===== src/rtl/regfile_pkg.sv =====
// Shared constants for the MSP430-style register bank: register indices,
// addressing-mode encodings, status-register bit positions and the R4..R15 reset table.
package regfile_pkg;

    localparam int NUM_REGS = 16;

    localparam logic [3:0] IDX_PC  = 4'd0;
    localparam logic [3:0] IDX_SP  = 4'd1;
    localparam logic [3:0] IDX_SR  = 4'd2;
    localparam logic [3:0] IDX_CG2 = 4'd3;

    typedef enum logic [1:0] {
        AS_REG = 2'b00,
        AS_IDX = 2'b01,
        AS_IND = 2'b10,
        AS_INC = 2'b11
    } as_mode_e;

    typedef enum logic {
        AD_REG = 1'b0,
        AD_IDX = 1'b1
    } ad_mode_e;

    localparam int SR_C = 0;
    localparam int SR_Z = 1;
    localparam int SR_N = 2;
    localparam int SR_V = 8;

    // Power-up contents of the general-purpose registers; R0..R3 return 0 here.
    function automatic logic [15:0] gpr_reset_value(input logic [3:0] idx);
        case (idx)
            4'd4:    return 16'hFFFF;
            4'd5:    return 16'hFFFF;
            4'd6:    return 16'hFFFF;
            4'd7:    return 16'hA55A;
            4'd8:    return 16'hFFFF;
            4'd9:    return 16'h0116;
            4'd10:   return 16'h1AF8;
            4'd11:   return 16'hFFFF;
            4'd12:   return 16'h0004;
            4'd13:   return 16'h0000;
            4'd14:   return 16'h1A1A;
            4'd15:   return 16'h4400;
            default: return 16'h0000;
        endcase
    endfunction

endpackage


===== src/rtl/regfile_cg.sv =====
// Source-operand constant generator: R2/R3 combined with the source addressing
// mode yield fixed constants; every other register passes through.
module regfile_cg
    import regfile_pkg::*;
#(
    parameter int DW = 16
) (
    input  logic [3:0]    i_src_a,
    input  logic [1:0]    i_as_mode,
    input  logic [DW-1:0] i_reg_value,
    output logic [DW-1:0] o_src_data
);

    always_comb begin
        o_src_data = i_reg_value;
        if (i_src_a == IDX_SR) begin
            case (as_mode_e'(i_as_mode))
                AS_REG: o_src_data = i_reg_value;
                AS_IDX: o_src_data = '0;
                AS_IND: o_src_data = DW'(4);
                AS_INC: o_src_data = DW'(8);
            endcase
        end else if (i_src_a == IDX_CG2) begin
            case (as_mode_e'(i_as_mode))
                AS_REG: o_src_data = '0;
                AS_IDX: o_src_data = DW'(1);
                AS_IND: o_src_data = DW'(2);
                AS_INC: o_src_data = '1;
            endcase
        end
    end

endmodule


===== src/rtl/register_bank.sv =====
// Sixteen-entry MSP430/MSP430X register file with PC/SP/SR special handling,
// autoincrement, branch and flag update; reads are combinational from current state.
module register_bank
    import regfile_pkg::*;
#(
    parameter int            DW     = 16,
    parameter logic [DW-1:0] PC_RST = '0,
    parameter logic [DW-1:0] SP_RST = '0
) (
    input  logic          clk,
    input  logic          reset,
    input  logic [3:0]    src_a,
    input  logic [1:0]    as_mode,
    output logic [DW-1:0] src_data,
    input  logic [3:0]    dst_a,
    input  logic          ad_mode,
    output logic [DW-1:0] dst_data,
    input  logic          wr_en,
    input  logic [3:0]    wr_a,
    input  logic [DW-1:0] wr_data,
    input  logic          wr_bw,
    input  logic          inc_en,
    input  logic [3:0]    inc_a,
    input  logic          inc_bw,
    input  logic          pc_inc,
    input  logic          branch,
    input  logic [DW-1:0] branch_addr,
    input  logic          sr_we,
    input  logic [3:0]    flags_in,
    output logic [DW-1:0] pc,
    output logic [DW-1:0] sp,
    output logic [DW-1:0] sr,
    output logic [3:0]    flags_out
);

    logic [DW-1:0] r_regs [NUM_REGS];
    logic [DW-1:0] w_next [NUM_REGS];
    logic [DW-1:0] w_wr_value;
    logic [DW-1:0] w_gpr_step;

    function automatic logic [DW-1:0] reg_reset(input int idx);
        case (idx)
            0:       return PC_RST;
            1:       return SP_RST;
            default: return DW'(gpr_reset_value(4'(idx)));
        endcase
    endfunction

    assign w_wr_value = wr_bw ? {{(DW-8){1'b0}}, wr_data[7:0]} : wr_data;
    assign w_gpr_step = inc_bw ? DW'(1) : DW'(2);

    // Later assignments override earlier ones, so statement order encodes priority.
    always_comb begin
        // NOTE: start from current state so every path assigns every entry; no latches.
        w_next = r_regs;
        if (inc_en && inc_a >= 4'd4)
            w_next[inc_a] = r_regs[inc_a] + w_gpr_step;
        if (inc_en && inc_a == IDX_SP)
            w_next[IDX_SP] = r_regs[IDX_SP] + DW'(2);
        if (sr_we) begin
            w_next[IDX_SR][SR_V] = flags_in[3];
            w_next[IDX_SR][SR_N] = flags_in[2];
            w_next[IDX_SR][SR_Z] = flags_in[1];
            w_next[IDX_SR][SR_C] = flags_in[0];
        end
        if (pc_inc || (inc_en && inc_a == IDX_PC))
            w_next[IDX_PC] = r_regs[IDX_PC] + DW'(2);
        if (branch)
            w_next[IDX_PC] = {branch_addr[DW-1:1], 1'b0};
        if (wr_en && wr_a != IDX_CG2) begin
            w_next[wr_a] = w_wr_value;
            if (wr_a == IDX_PC || wr_a == IDX_SP)
                w_next[wr_a][0] = 1'b0;
        end
    end

    always_ff @(posedge clk) begin
        if (reset) begin
            // NOTE: every entry has a defined reset value, so the whole file is reset, not just PC/SP/SR.
            for (int i = 0; i < NUM_REGS; i++)
                r_regs[i] <= reg_reset(i);
        end else begin
            // NOTE: non-blocking so every register samples the pre-edge state.
            r_regs <= w_next;
        end
    end

    regfile_cg #(.DW(DW)) u_cg (
        .i_src_a    (src_a),
        .i_as_mode  (as_mode),
        .i_reg_value(r_regs[src_a]),
        .o_src_data (src_data)
    );

    always_comb begin
        dst_data = r_regs[dst_a];
        if (dst_a == IDX_CG2 || (dst_a == IDX_SR && ad_mode == AD_IDX))
            dst_data = '0;
    end

    assign pc        = r_regs[IDX_PC];
    assign sp        = r_regs[IDX_SP];
    assign sr        = r_regs[IDX_SR];
    assign flags_out = {r_regs[IDX_SR][SR_V], r_regs[IDX_SR][SR_N],
                        r_regs[IDX_SR][SR_Z], r_regs[IDX_SR][SR_C]};

endmodule


===== config.mk =====
export PLATFORM = sky130hd
export DESIGN_NAME = register_bank
export DESIGN_NICKNAME = d
export VERILOG_FILES = /design/src/rtl/regfile_pkg.sv /design/src/rtl/regfile_cg.sv /design/src/rtl/register_bank.sv
export SDC_FILE = /design/constraint.sdc
export NUM_CORES = 1
export LEC_CHECK = 0
export CORE_UTILIZATION = 45
export DETAILED_ROUTE_END_ITERATION = 16
export MAX_ROUTING_LAYER = met4
export PLACE_DENSITY = 0.73
export SLEW_MARGIN = 20
export SYNTH_ARGS = -nofsm -noshare
export SYNTH_HDL_FRONTEND = slang
export SYNTH_SLANG_ARGS = --single-unit

===== constraint.sdc =====
create_clock -name clk -period 5.8 [get_ports clk]
set_input_delay 1.16 -clock clk [delete_from_list [all_inputs] [get_ports clk]]
set_output_delay 1.16 -clock clk [all_outputs]
set_load 0.02 [all_outputs]

==> metrics.txt, run 1 <==
max cap viols 0; worst slack, placed 461 ps; Layout Area Growth over Synthesis 13.6%; Max stage delay on crit path 640 ps; number of global-route vias before repair 16,200; CTS tree yes; hold slack 495 ps; share of layout cells above drive strength 1 0.194; Rows 73; Slowest cell on crit path buf_4; worst-path cell chain buf_4, buf_4, mux4_2, mux4_2, inv_1, o21ai_0, clkdlybuf4s50_1; clock power share 0.397; relative slew slack 0.258; Critical Path Fanout Max 40; Resize count post-CTS 0; Starting DRT DRC Count 3,309; I/O Buffers 146; die height 202 um; Syn Nets 1,972; drc violations 0; Starting Density 0.456; post-synthesis sequential area ratio 0.284; Clock Skew 23.7 ps; initial antenna violation count 1; hold violation count in the final report 0; Reg power frac 0.383; Internal 3460 uW; worst slew pin tran 1110 ps; postcts setup bufs 0; predominant post-synthesis flop cell dfxtp_1; hold_buf cts 0; Nets 1,978; Worst path top cell family by delay buffers and inverters; Post-Syn Area per Cell 9.49 um2; TritonCTS Buffers 28; RSZ-0062 raised after global routing false; count of different cell masters after synthesis 69; die area 41,000 um2; setup violators final 0; wire length per cell 27.9 um; vias per inst 6.95; clk slew on worst S/H paths 60 ps; leakage power 0.00712 uW; first-pass GRT wire length 102 mm; cells after synthesis 1,903; Clock Path Buffers 3; TritonRoute pass-1 iters 6; Seq cells post-synth 256; CP startpoint kind input port; Synth warnings 0; final-report max-slew violation count 0; Final WS setup 616 ps; Total GRT Usage 0.340; Power Density 240 nW/um2; DR vias 17,100; net switching power 1460 uW; most frequent cells in the layout 256 x dfxtp_1, 212 x mux4_2, 201 x nor2_1; Clock Tree Root clkbuf_16; WS Path Type in2out; crit path buf inv count 4; global route overflow 0; DRT antenna net count 0; peak supply drop 235 uV; core area 39,600 um2; Filler Cells Inserted 3,545; fin crit share 0.894; DP HPWL 47.5 mm; placer congestion estimate 1.06; worst skew pair latency 580 ps; fraction of registers with async set/reset 0; commonest non-fill, non-tap cell in the layout dfxtp_1; Hold Crit Class reg2reg; Fmax 193 MHz; WP data required 4640 ps; CP arrival 4020 ps; largest net degree at the start of global routing 90; Comb power frac 0.220; EDFF count, synth 0; Routed WL 68.4 mm; Total Negative Setup Slacks 0 ps; crit path time final 5180 ps; Sink Count 256; H-tree levels 1; CP Capture Type output port; Switching Fraction 0.297; synthesized cell area 18,100 um2; # IOs 148; run status finished, final reports clean; die width 202 um
[power groups by stage]
stage	Combinational [uW]	Clock, uW	Sequential (uW)
detailed placement	1040	0	1920
floorplan	702	0	1890
global route	1130	2030	1890
CTS	1050	1950	1880
finish	1080	1950	1890
global placement	1030	0	1910
[registers in the layout (all words and copies together), names as in the netlist]
| signal | cells |
|---|---|
| pc | 16 |
| sr | 16 |
| r_regs | 208 |
| sp | 16 |
[synth_stat cells (4+ instances only)]
| cell | number | area, um2 |
|---|---|---|
| mux2_2 | 6 | 67.6 |
| mux4_1 | 11 | 289 |
| nor4b_1 | 4 | 35.0 |
| buf_4 | 61 | 458 |
| a211oi_1 | 29 | 218 |
| a2111oi_0 | 6 | 52.6 |
| buf_2 | 28 | 140 |
| dfxtp_1 | 256 | 5120 |
| nor3_1 | 12 | 60.1 |
| or2_2 | 4 | 25.0 |
| a222oi_1 | 27 | 270 |
| and3_1 | 5 | 31.3 |
| xor2_1 | 26 | 228 |
| o32ai_1 | 4 | 35.0 |
| nor2b_1 | 47 | 294 |
| ha_1 | 4 | 50.1 |
| a21oi_1 | 121 | 606 |
| xnor2_1 | 16 | 140 |
| nand4_1 | 12 | 75.1 |
| clkbuf_1 | 122 | 458 |
| a22oi_1 | 27 | 203 |
| mux2i_1 | 10 | 100 |
| a211o_1 | 48 | 420 |
| o22ai_1 | 13 | 81.3 |
| nor2_1 | 209 | 785 |
| mux4_2 | 212 | 4770 |
| o21ai_0 | 176 | 881 |
| nand2_1 | 197 | 739 |
| inv_1 | 23 | 86.3 |
| a311oi_1 | 11 | 96.3 |
| nand3_1 | 32 | 160 |
| buf_1 | 15 | 56.3 |
| o21ai_1 | 7 | 35.0 |
| buf_6 | 8 | 90.1 |
| o211ai_1 | 23 | 173 |
| a21o_1 | 5 | 37.5 |
| nand2b_1 | 41 | 257 |
[through the flow]
step	instances	area [um2]	power [uW]	utilization
5_1_grt	2456	20500	5050	0.518
2_1_floorplan	1903	18100	2590	-
4_1_cts	2455	20500	4880	0.517
3_5_place_dp	2404	19500	2960	0.492
3_3_place_gp	2404	19500	2940	0.492
6_report	2456	20500	4920	0.518
[kinds of logic after synthesis]
family / after synthesis / share of synthesized area
buf+inv: 260 / 0.0732
xor+xnor: 44 / 0.0222
fa+ha+maj: 5 / 0.00388
simple gates: 589 / 0.148
compound gates: 510 / 0.179
flops: 256 / 0.284
mux: 239 / 0.290
[area by class of cell]
class                   count  area, um2  share of cell area
multi-input cells        1387      11700               0.569
flip-flops and latches    256       5120               0.250
repair buffers            213       1990              0.0971
clock buffers              38        788              0.0384
well taps                 525        657              0.0320
clock inverters            13        204             0.00994
inverters                  23       86.3             0.00421
diodes                      1       2.50            0.000122
[per-layer routing]
metal / wire [um] / GRT usage
met5: 0 / -
met1: 24600 / 0.434
met4: 3300 / 0.147
met3: 9740 / 0.0874
met2: 30800 / 0.509
[final timing paths]
kind	from	to	slack [ps]	cells past startpoint
hold / removal	r_regs[192]	r_regs[192]	490	1
setup / recovery	src_a[0]	src_data[6]	620	7
hold reg to reg	r_regs[192]	r_regs[192]	490	1
setup reg to reg	pc[1]	r_regs[117]	1750	10
[worst register-to-register path: cells and delay by family, from the launching register on]
family	cells	cell delay, ps
xor+xnor	1	670
simple gates	2	340
compound gates	4	1140
flops	1	390
fa+ha+maj	1	320
mux	2	1050
Power figures use the tool's default switching activity.
==> inputs of run 2 (changes only) <==
--- a/config.mk
+++ b/config.mk
@@ -6,6 +6,7 @@
 export NUM_CORES = 1
 export LEC_CHECK = 0
 export CORE_UTILIZATION = 45
+export CTS_BUF_LIST = sky130_fd_sc_hd__clkbuf_2 sky130_fd_sc_hd__clkbuf_4 sky130_fd_sc_hd__clkbuf_8
 export DETAILED_ROUTE_END_ITERATION = 16
 export MAX_ROUTING_LAYER = met4
 export PLACE_DENSITY = 0.73
==> run 2 against run 1 <==
Final cell count rose by 1.1%. Critical path depth did not move. Die area unchanged. Clock skew is essentially flat.
==> metrics.txt, run 2 (synthesis gave the netlist of run 1 again) <==
Reg with most FFs r_regs; TritonRoute pass-1 iters 9 (+3); placer congestion estimate 1.06 (unchanged); fin crit share 0.901 (+0.00712); postcts setup bufs 0 (unchanged); share of layout cells above drive strength 1 0.207 (+0.0133); CP startpoint kind input port; wire length per cell 27.5 um (-1.2%); Total Negative Setup Slacks 0 ps (unchanged); final-report max-slew violation count 0 (unchanged); DR vias 17,200 (+1.0%); final core utilization 0.517 (-0.00123); H-tree levels 2 (+1); CP Capture Type output port; drc violations 0 (unchanged); worst slew pin tran 1110 ps (+3.81 ps); Nets 1,994 (+0.81%); number of global-route vias before repair 16,100 (-0.38%); initial antenna violation count 1 (unchanged); hold slack 496 ps (+1.07 ps); crit path time final 5230 ps (+41.3 ps); Largest register FFs 208 (unchanged); core area 39,600 um2 (unchanged); RSZ-0062 raised after global routing false; DP HPWL 47.5 mm (unchanged); Starting Density 0.456 (unchanged); commonest non-fill, non-tap cell in the layout dfxtp_1; I/O Buffers 146 (unchanged); TritonCTS Buffers 44 (+57%); run status finished, final reports clean; WS Path Type in2out; Clock Skew 24.0 ps (+0.330 ps); DRT antenna net count 0 (unchanged); die height 202 um (unchanged); hold violation count in the final report 0 (unchanged); largest net degree at the start of global routing 90 (unchanged); # IOs 148 (unchanged); max cap viols 0 (unchanged); Critical Path Fanout Max 40 (unchanged); WP data required 4640 ps (about the same); Starting DRT DRC Count 3,194 (-3.5%); Fmax 191 MHz (-0.79%); worst skew pair latency 600 ps (+20 ps); Resize count post-CTS 0 (unchanged); CTS tree yes; most frequent cells in the layout 256 x dfxtp_1, 212 x mux4_2, 201 x nor2_1; clk slew on worst S/H paths 50 ps (about the same); Hold Crit Class reg2reg; Layout Area Growth over Synthesis 13.3%; vias per inst 6.95 (about the same); Routed WL 68.3 mm (-0.12%); die width 202 um (unchanged); leakage power 0.00713 uW (+0.20%); peak supply drop 162 uV (-31%); relative slew slack 0.256 (-0.00254); CP arrival 4070 ps (+50 ps); hold_buf cts 0 (unchanged); Clock Path Buffers 3 (unchanged); Sink Count 256 (unchanged); global route overflow 0 (unchanged); Power Density 233 nW/um2 (-2.9%); setup violators final 0 (unchanged); Total GRT Usage 0.340 (+0.000361); die area 41,000 um2 (unchanged); first-pass GRT wire length 102 mm (-0.43%); Clock Tree Root clkbuf_8; Rows 73 (unchanged)
## run 2: changes by cell type in the layout (fill, tap and decap cells not counted)
cell | previous run | this run
clkbuf_16 | 28 | 0
clkinv_8 | 1 | 0
clkbuf_8 | 5 | 56
clkinv_2 | 6 | 3
clkbuf_4 | 0 | 16
bufinv_16 | 5 | 1
clkbuf_1 | 5 | 0
## run 2: worst max-delay path: stages
cell	delay, ps
buf_4	650
buf_4	290
mux4_2	560
mux4_2	580
inv_1	80
o21ai_0	80
clkdlybuf4s50_1	600
## run 2: layer usage
metal	GRT usage	share of wire	vias to the layer above
met4	0.151	0.052	0
met5	-	0	-
met3	0.0916	0.15	236
met1	0.433	0.35	8353
li1	-	-	7162
met2	0.505	0.45	1492
## run 2: path summary, 6_finish.rpt
kind	startpoint	endpoint	slack (ps)	cells past startpoint
max	src_a[0]	src_data[6]	570	7
min	r_regs[199]	r_regs[199]	500	1
max reg2reg	pc[1]	r_regs[165]	1820	10
min reg2reg	r_regs[199]	r_regs[199]	500	1
## run 2: area by class of cell
class / instances / area, um2
repair buffers: 213 / 1990
diodes: 1 / 2.50
multi-input cells: 1387 / 11700
well taps: 525 / 657
clock inverters: 5 / 52.6
fillers: 3564 / 19200
inverters: 23 / 86.3
clock buffers: 72 / 891
flip-flops and latches: 256 / 5120
## run 2: report_power, final
part	total [uW]	internal, uW	switching [uW]	leakage (uW)
combinational	1080	473	608	0.00455
clock	1800	1010	789	0.000502
sequential	1890	1820	71.3	0.00208
total	4770	3300	1470	0.00713
## run 2: stage by stage
| stage | cell area [um2] | total power (uW) | worst slack (ps) | cells |
|---|---|---|---|---|
| after global routing | 20500 | 4900 | 485 | 2482 |
| final | 20500 | 4770 | 575 | 2482 |
| after global placement | 19500 | 2940 | 574 | 2404 |
| after floorplan | 18100 | 2590 | 682 | 1903 |
| after detailed placement | 19500 | 2960 | 461 | 2404 |
| after CTS | 20500 | 4730 | 635 | 2481 |
